[config.mk]
export PLATFORM = sky130hd
export DESIGN_NAME = vsync_gen
export DESIGN_NICKNAME = d
export VERILOG_FILES = /design/src/rtl/vsync_gen.sv
export SDC_FILE = /design/constraint.sdc
export NUM_CORES = 1
export LEC_CHECK = 0
export ABC_AREA = 1
export CAP_MARGIN = 20
export CORE_ASPECT_RATIO = 2
export CORE_MARGIN = 2
export CORE_UTILIZATION = 35
export DETAILED_ROUTE_END_ITERATION = 8
export GPL_ROUTABILITY_DRIVEN = 0
export PLACE_DENSITY_LB_ADDON = 0.2
export SLEW_MARGIN = 20
export SYNTH_ARGS = -nofsm -noshare
export SYNTH_HDL_FRONTEND = slang
export SYNTH_SLANG_ARGS = --single-unit
[constraint.sdc]
create_clock -name clk -period 3.14 [get_ports clk]
set_clock_uncertainty 0.2 [all_clocks]
set_input_delay 0.471 -clock clk [delete_from_list [all_inputs] [get_ports clk]]
set_output_delay 0.471 -clock clk [all_outputs]
set_load 0.005 [all_outputs]
[src/rtl/vsync_gen.sv]
`default_nettype none
// ============================================================================
//  Module   : vsync_gen
//  Purpose  : Vertical timing generator for the VGA driver. Counts clk cycles
//             per scanline and scanlines per frame. Drives VGA_VSYNC, the
//             scaled row index VPIXEL, v_display, and a frame_start pulse.
//             The line-cycle counter restarts on the same reset as the
//             horizontal stage, so line cycle 0 lines up with horizontal
//             count 0.
//  Ports    : clk          in   1  system clock
//             reset        in   1  asynchronous, active-high reset
//             VPIXEL       out  7  row index 0..DISP_LINES/VSCALE-1; 0 outside
//                                  the visible lines
//             VGA_VSYNC    out  1  vertical sync, active low
//             v_display    out  1  high during the visible lines
//             frame_start  out  1  one-cycle pulse on the first cycle of every
//                                  frame except the first one after reset
//  Revision : 1.0  initial release
// ============================================================================
module vsync_gen #(
  parameter int LINE_CYCLES = 1600,
  parameter int PULSE_LINES = 2,
  parameter int BP_LINES    = 29,
  parameter int DISP_LINES  = 480,
  parameter int FP_LINES    = 10,
  parameter int VSCALE      = 5
) (
  input  logic       clk,
  input  logic       reset,
  output logic [6:0] VPIXEL,
  output logic       VGA_VSYNC,
  output logic       v_display,
  output logic       frame_start
);

  localparam int c_CYC_W = (LINE_CYCLES > 1) ? $clog2(LINE_CYCLES) : 1;

  localparam int c_MAX_A     = (PULSE_LINES > BP_LINES) ? PULSE_LINES : BP_LINES;
  localparam int c_MAX_B     = (DISP_LINES > FP_LINES) ? DISP_LINES : FP_LINES;
  localparam int c_MAX_LINES = (c_MAX_A > c_MAX_B) ? c_MAX_A : c_MAX_B;
  localparam int c_LIS_W     = (c_MAX_LINES > 1) ? $clog2(c_MAX_LINES) : 1;

  localparam int c_SUB_W = (VSCALE > 1) ? $clog2(VSCALE) : 1;

  localparam logic [c_CYC_W-1:0] c_LAST_CYC   = c_CYC_W'(LINE_CYCLES - 1);
  localparam logic [c_LIS_W-1:0] c_LAST_SYNC  = c_LIS_W'(PULSE_LINES - 1);
  localparam logic [c_LIS_W-1:0] c_LAST_BP    = c_LIS_W'(BP_LINES - 1);
  localparam logic [c_LIS_W-1:0] c_LAST_DISP  = c_LIS_W'(DISP_LINES - 1);
  localparam logic [c_LIS_W-1:0] c_LAST_FP    = c_LIS_W'(FP_LINES - 1);
  localparam logic [c_SUB_W-1:0] c_LAST_SUB   = c_SUB_W'(VSCALE - 1);
  localparam logic [6:0]         c_LAST_ROW   = 7'(DISP_LINES / VSCALE - 1);

  typedef enum logic [1:0] {
    V_SYNC = 2'd0,
    V_BP   = 2'd1,
    V_DISP = 2'd2,
    V_FP   = 2'd3
  } vstate_t;

  // Registered state
  logic [c_CYC_W-1:0] r_line_cyc;
  vstate_t            r_state;
  logic [c_LIS_W-1:0] r_lis;
  logic [c_SUB_W-1:0] r_sub;
  logic [6:0]         r_vpix;
  logic               r_vsync;
  logic               r_disp;
  logic               r_fs;

  // Next-state values
  logic               w_line_end;
  logic               w_last_line;
  vstate_t            w_state_nxt;
  logic [c_LIS_W-1:0] w_lis_nxt;
  logic [c_SUB_W-1:0] w_sub_nxt;
  logic [6:0]         w_vpix_nxt;
  logic               w_fs_nxt;

  // --------------------------------------------------------------------------
  // State register
  // Outputs are registered from the next-state values so they change on the
  // same edge as the state and are visible from line cycle 0 of the new line.
  // --------------------------------------------------------------------------
  always_ff @(posedge clk or posedge reset) begin
    if (reset) begin
      r_line_cyc <= '0;
      r_state    <= V_SYNC;
      r_lis      <= '0;
      r_sub      <= '0;
      r_vpix     <= '0;
      r_vsync    <= 1'b0;
      r_disp     <= 1'b0;
      r_fs       <= 1'b0;
    end else begin
      r_line_cyc <= w_line_end ? '0 : r_line_cyc + 1'b1;
      r_state    <= w_state_nxt;
      r_lis      <= w_lis_nxt;
      r_sub      <= w_sub_nxt;
      r_vpix     <= w_vpix_nxt;
      r_vsync    <= (w_state_nxt != V_SYNC);
      r_disp     <= (w_state_nxt == V_DISP);
      r_fs       <= w_fs_nxt;
    end
  end

  // --------------------------------------------------------------------------
  // Next-state logic: only the last cycle of a line advances vertical state.
  // --------------------------------------------------------------------------
  always_comb begin
    w_line_end  = (r_line_cyc == c_LAST_CYC);
    w_last_line = 1'b0;
    w_state_nxt = r_state;
    w_lis_nxt   = r_lis;
    w_sub_nxt   = r_sub;
    w_vpix_nxt  = r_vpix;
    w_fs_nxt    = 1'b0;

    case (r_state)
      V_SYNC:  w_last_line = (r_lis == c_LAST_SYNC);
      V_BP:    w_last_line = (r_lis == c_LAST_BP);
      V_DISP:  w_last_line = (r_lis == c_LAST_DISP);
      V_FP:    w_last_line = (r_lis == c_LAST_FP);
      default: w_last_line = 1'b1;
    endcase

    if (w_line_end) begin
      if (w_last_line) begin
        w_lis_nxt = '0;
        case (r_state)
          V_SYNC: w_state_nxt = V_BP;
          V_BP: begin
            w_state_nxt = V_DISP;
            w_sub_nxt   = '0;
            w_vpix_nxt  = '0;
          end
          // Leaving display takes priority over the row increment that the
          // last visible line would otherwise produce.
          V_DISP: begin
            w_state_nxt = V_FP;
            w_sub_nxt   = '0;
            w_vpix_nxt  = '0;
          end
          V_FP: begin
            w_state_nxt = V_SYNC;
            w_fs_nxt    = 1'b1;
          end
          default: w_state_nxt = V_SYNC;
        endcase
      end else begin
        w_lis_nxt = r_lis + 1'b1;
        if (r_state == V_DISP) begin
          if (r_sub == c_LAST_SUB) begin
            w_sub_nxt = '0;
            // Saturate as a guard for parameter sets where DISP_LINES is not
            // an exact multiple of VSCALE.
            if (r_vpix != c_LAST_ROW) begin
              w_vpix_nxt = r_vpix + 7'd1;
            end
          end else begin
            w_sub_nxt = r_sub + 1'b1;
          end
        end
      end
    end
  end

  assign VPIXEL      = r_vpix;
  assign VGA_VSYNC   = r_vsync;
  assign v_display   = r_disp;
  assign frame_start = r_fs;

endmodule
`default_nettype wire

## Word level (Yosys, flattened, before mapping)

Cells that the tools add are included.

- Logic and storage cells: 50
- Output and inout bits: 10
- Bits in registers: 35

- Reduce and logical (&&, ||, !) cells: 8
- Equality and inequality tests: 12
- Add/subtract/negate cells: 4
- Mux-type cells: 18

Operator list:

| operator | number |
|---|---|
| two-way mux 7 bit | 5 |
| two-way mux 3 bit | 4 |
| adder 11 x 1 -> 11 bit (second input constant) | 1 |
| == test 11 bit (second input constant) | 1 |
| two-way mux 11 bit | 1 |
| adder 9 x 1 -> 9 bit (second input constant) | 1 |
| == test 9 x 1 -> 1 bit (second input constant) | 1 |
| == test 9 x 4 -> 1 bit (second input constant) | 1 |
| == test 9 x 5 -> 1 bit (second input constant) | 1 |
| == test 9 bit (second input constant) | 1 |
| two-way mux 9 bit | 1 |
| case mux 2 bit (4 select lines) | 1 |
| nonzero test 2 bit | 4 |
| adder 7 x 1 -> 7 bit (second input constant) | 1 |
| != test 7 bit (second input constant) | 1 |
| == test 2 bit (second input constant) | 3 |
| AND reduction 5 bit | 1 |
| two-way mux 2 bit | 2 |
| case mux 1 bit (4 select lines) | 1 |
| adder 3 x 1 -> 3 bit (second input constant) | 1 |
| == test 3 bit (second input constant) | 1 |
| two-way mux 1 bit | 3 |
| AND reduction 3 bit | 1 |
| == test 2 x 1 -> 1 bit (second input constant) | 1 |
| other kinds (3) | 3 |

## Depth between registers and ports, before layout

- Depth in word-level cells: 5
- Mapped depth: 14

## Worst setup path before layout

No wires, ideal clock.

- Kind: reg2reg
- From: register r_state[1]
- To: register r_vpix[0] (netlist: VPIXEL[0])
- Arrival time: 1.724 ns
- Stages on the path, launching flop included: 14
- Library setup time: 0.113 ns
- Data required time: 2.827 ns
- Slack: 1.103 ns
- Cell sequence: dfrtp_1 inv_1 ha_1 nand2_1 nand2_1 nand3_1 nor2_2 nand3_4 nand3_1 nand2_2 nand2_2 nand2_1 nand2_1 inv_1

- Longest elaborated chain between the ends: 4

Ends and longest elaborated chain:

| what | RTL line | source |
|---|---|---|
| start, declared | 62 | `vstate_t r_state;` |
| start signal, assigned | 96 | `r_state <= w_state_nxt;` |
| == test 2 bit (tied with other cells) | 118 | `case (r_state)` |
| case mux 1 bit (4 select lines) or OR reduction 2 bit (tied branches) | - |  |
| != test 2 bit (no line) or nonzero test 2 bit (tied branches) | - |  |
| AND reduction 5 bit (no line) | - |  |
| end signal, assigned | 99 | `r_vpix <= w_vpix_nxt;` |
| end, declared | 65 | `logic [6:0] r_vpix;` |

Several ways; a longest one is shown, not always the timed one.
A chain may end at the register's enable or synchronous reset.

## Worst setup path after layout

Ends and elaborated chain as after synthesis.

==> run_results.csv <==
group,metric,value,unit
place,port_buffers,11,
drt,wl_per_cell,11.73,um
critical_path,critPathCaptureType,"register",
final_layout,fin_area,2416,um^2
timing,clock.fmax,0.3931,GHz
final_layout,stdcell_count,346,
yosys,synth_area,2107,um^2
drt,routed_wl,4058,um
global_routing,grt_max_degree,36,
flow_run,maxCapViolCount,0,
timing,period_needed,2544,ps
floorplanning,io_pins,12,
timing,period_share,81.01,%
critical_path,startpoint_type,"register",
yosys,synth_seq_cells,35,
drt,drtIter0Drc,97,
floorplanning,coreArea,5906,um^2
floorplanning,floorplan.rows,40,
timing,whs,259.9,ps
clock_network,numCtsBuffers,5,
power_and_ir_drop,p_total,0.9231,mW
timing,fin_ws,596.1,ps
drt,vias,1692,
timing,tightest_slew,471.7,ps
final_layout,n_fill_cell,584,
global_routing,grt_pass1_vias,1553,
critical_path,startpoint,"r_state[1]",
timing,slew_violations,0,
clock_network,post_cts_buffers,0,
final_layout,drive_above_1_share,8.481,%
yosys,seq_area_frac_synth,41.57,%
drt,drtPass1Iterations,4,
yosys,syn_nets,278,
floorplanning,initial_core_util,35.68,%
yosys,yosys_warnings,0,
drt,avgViaCountPerCell,4.890,
timing,grt_setup_unrepaired,"no",
yosys,postSynthCellCount,266,
final_layout,multiInputGateArea,1041,um^2
clock_network,clock_latency,270,ps
drt,drtAntennaViolNets,0,
clock_network,cts_max_level,2,
global_routing,grt.total_usage,13.61,%
place,place_ws,594.8,ps
clock_network,cts_tree,"done",
power_and_ir_drop,peakVddDrop,0.0002593,V
drt,drc,0,
clock_network,cts_root_buf,"clkbuf_16",
outcome,status,"finished clean",
critical_path,cp_max_fo,14,
floorplanning,dieHeight,113.7,um
power_and_ir_drop,p_per_area,382.1,nW/um^2
power_and_ir_drop,p_leak,1.209,nW
clock_network,cts.sinks,35,
final_layout,seq_area,875.8,um^2
yosys,synth.distinct_cells,28,
final_layout,fin_util,40.91,%
global_routing,overflow,0,
global_routing,grt_pass1_wl,7169,um
timing,hold_viol,0,
min_path,hold_path_class,"reg2reg",
place,dpl_cell_area,2278,um^2
clock_network,clkSlewWorstSetupHoldPaths,50,ps
place,placed_cells,338,
place,place_hpwl,3101,um
global_routing,antenna_found_initial,0,
clock_network,ctsLongestPathBuffers,2,
critical_path,required,3110,ps
critical_path,cp.arrival,2510,ps
clock_network,cts_resized,0,
final_layout,layout.nets,294,
timing,setup_viol,0,
floorplanning,dieWidth,58.87,um
timing,setup_tns,0,ps
clock_network,cts_hold_buf,0,
critical_path,reg2reg_from,"r_state[1]",
timing,relSlewSlack,68.26,%
final_layout,area_growth,14.67,%
critical_path,crit_type,"reg2reg",
final_layout,diodes,0,
min_path,hp-start,"r_line_cyc[0]",
yosys,synth_area_per_cell,7.921,um^2
floorplanning,die_area,6694,um^2
## sequential cells by signal, indices dropped and copies added (netlist names)
signal and count:
r_line_cyc 11, r_lis 9, VPIXEL 7, r_sub 3
r_state 2, VGA_VSYNC 1, frame_start 1, v_display 1
## Yosys cell counts
| library cell | number | area [um^2] |
|---|---|---|
| inv_1 | 41 | 153.9 |
| nor2_2 | 3 | 18.77 |
| nand3b_1 | 3 | 22.52 |
| nor2_1 | 28 | 105.1 |
| nand4_4 | 1 | 21.27 |
| dfrtp_1 | 35 | 875.8 |
| xnor2_1 | 5 | 43.79 |
| nand3_1 | 30 | 150.1 |
| nor3_1 | 4 | 20.02 |
| buf_6 | 2 | 22.52 |
| o21ai_4 | 1 | 16.27 |
| o21ai_1 | 3 | 15.01 |
| o21ai_0 | 9 | 45.04 |
| nor4_1 | 2 | 12.51 |
| nand2b_1 | 1 | 6.260 |
| nand4_1 | 4 | 25.02 |
| buf_2 | 2 | 10.01 |
| nor2_4 | 4 | 45.04 |
| nand2_2 | 3 | 18.77 |
| a21oi_1 | 9 | 45.04 |
| xor2_1 | 5 | 43.79 |
| o21ai_2 | 1 | 8.760 |
| nand2_1 | 54 | 202.7 |
| inv_2 | 1 | 3.750 |
| ha_1 | 10 | 125.1 |
| nor3b_1 | 3 | 22.52 |
| nand3_2 | 1 | 10.01 |
| nand3_4 | 1 | 17.52 |
## per-layer routing
layer,up-vias,global-route usage [%],routed length [um]
met3,8,2.381,90
met4,0,5.000,73
met1,783,18.63,1909
met5,-,0,0
met2,25,21.19,1985
li1,876,-,-
## final timing paths
path	slack (ps)	cells past startpoint	to
max	600	13	VPIXEL[0]
min	260	1	r_line_cyc[0]
max reg2reg	600	13	VPIXEL[0]
min reg2reg	260	1	r_line_cyc[0]
max in group asynchronous	2030	3	r_state[0]
min in group asynchronous	400	3	r_line_cyc[9]
## cells in the final DEF, fill, tap and decap left out, types with 3 or more instances in the layout
| master | Yosys | final |
|---|---|---|
| nand2_1 | 54 | 54 |
| nand3_1 | 30 | 30 |
| o21ai_0 | 9 | 9 |
| dfrtp_1 | 35 | 35 |
| nor3_1 | 4 | 4 |
| o21ai_1 | 3 | 3 |
| clkdlybuf4s50_1 | 0 | 11 |
| nand2_2 | 3 | 3 |
| nor3b_1 | 3 | 3 |
| nor2_1 | 28 | 28 |
| nand4_1 | 4 | 4 |
| xnor2_1 | 5 | 5 |
| ha_1 | 10 | 10 |
| clkbuf_16 | 0 | 5 |
| inv_1 | 41 | 41 |
| a21oi_1 | 9 | 9 |
| xor2_1 | 5 | 5 |
| nor2_2 | 3 | 3 |
| nor2_4 | 4 | 4 |
| nand3b_1 | 3 | 3 |
## critical path, stage by stage, from the launching register on
cell	delay, ps
dfrtp_1	420
inv_1	90
ha_1	400
nand2_1	100
nand2_1	110
nand3_1	90
nor2_2	140
nand3_4	210
nand3_1	170
nand2_2	160
nand2_2	190
nand2_1	70
nand2_1	60
inv_1	40
## cells by family (layout without fill, tap and decap cells)
kind of cell,Yosys count,after routing,synth area share (%)
and+or+nand+nor,142,142,33.13
buffers and inverters,46,63,9.026
xor gates and xnor gates,10,10,4.157
AOI/OAI and AO/OA,23,23,6.176
adders and majority gates,10,10,5.938
DFF,35,35,41.57
## layout make-up
class                   count  area share, %
clock buffers               7          5.489
clock inverters             1         0.2071
inverters                  42          6.525
multi-input cells         185          43.09
flip-flops and latches     35          36.25
well taps                  63          3.263
repair buffers             13          5.179
## power breakdown
| group | switching (mW) | internal, mW | leakage (nW) | total [mW] |
|---|---|---|---|---|
| clock | 0.168 | 0.293 | 0.0679 | 0.461 |
| combinational | 0.00856 | 0.00199 | 0.667 | 0.0106 |
| sequential | 0 | 0.452 | 0.475 | 0.452 |
| total | 0.177 | 0.746 | 1.21 | 0.923 |
Note: power is estimated with default switching activity, not from simulation.
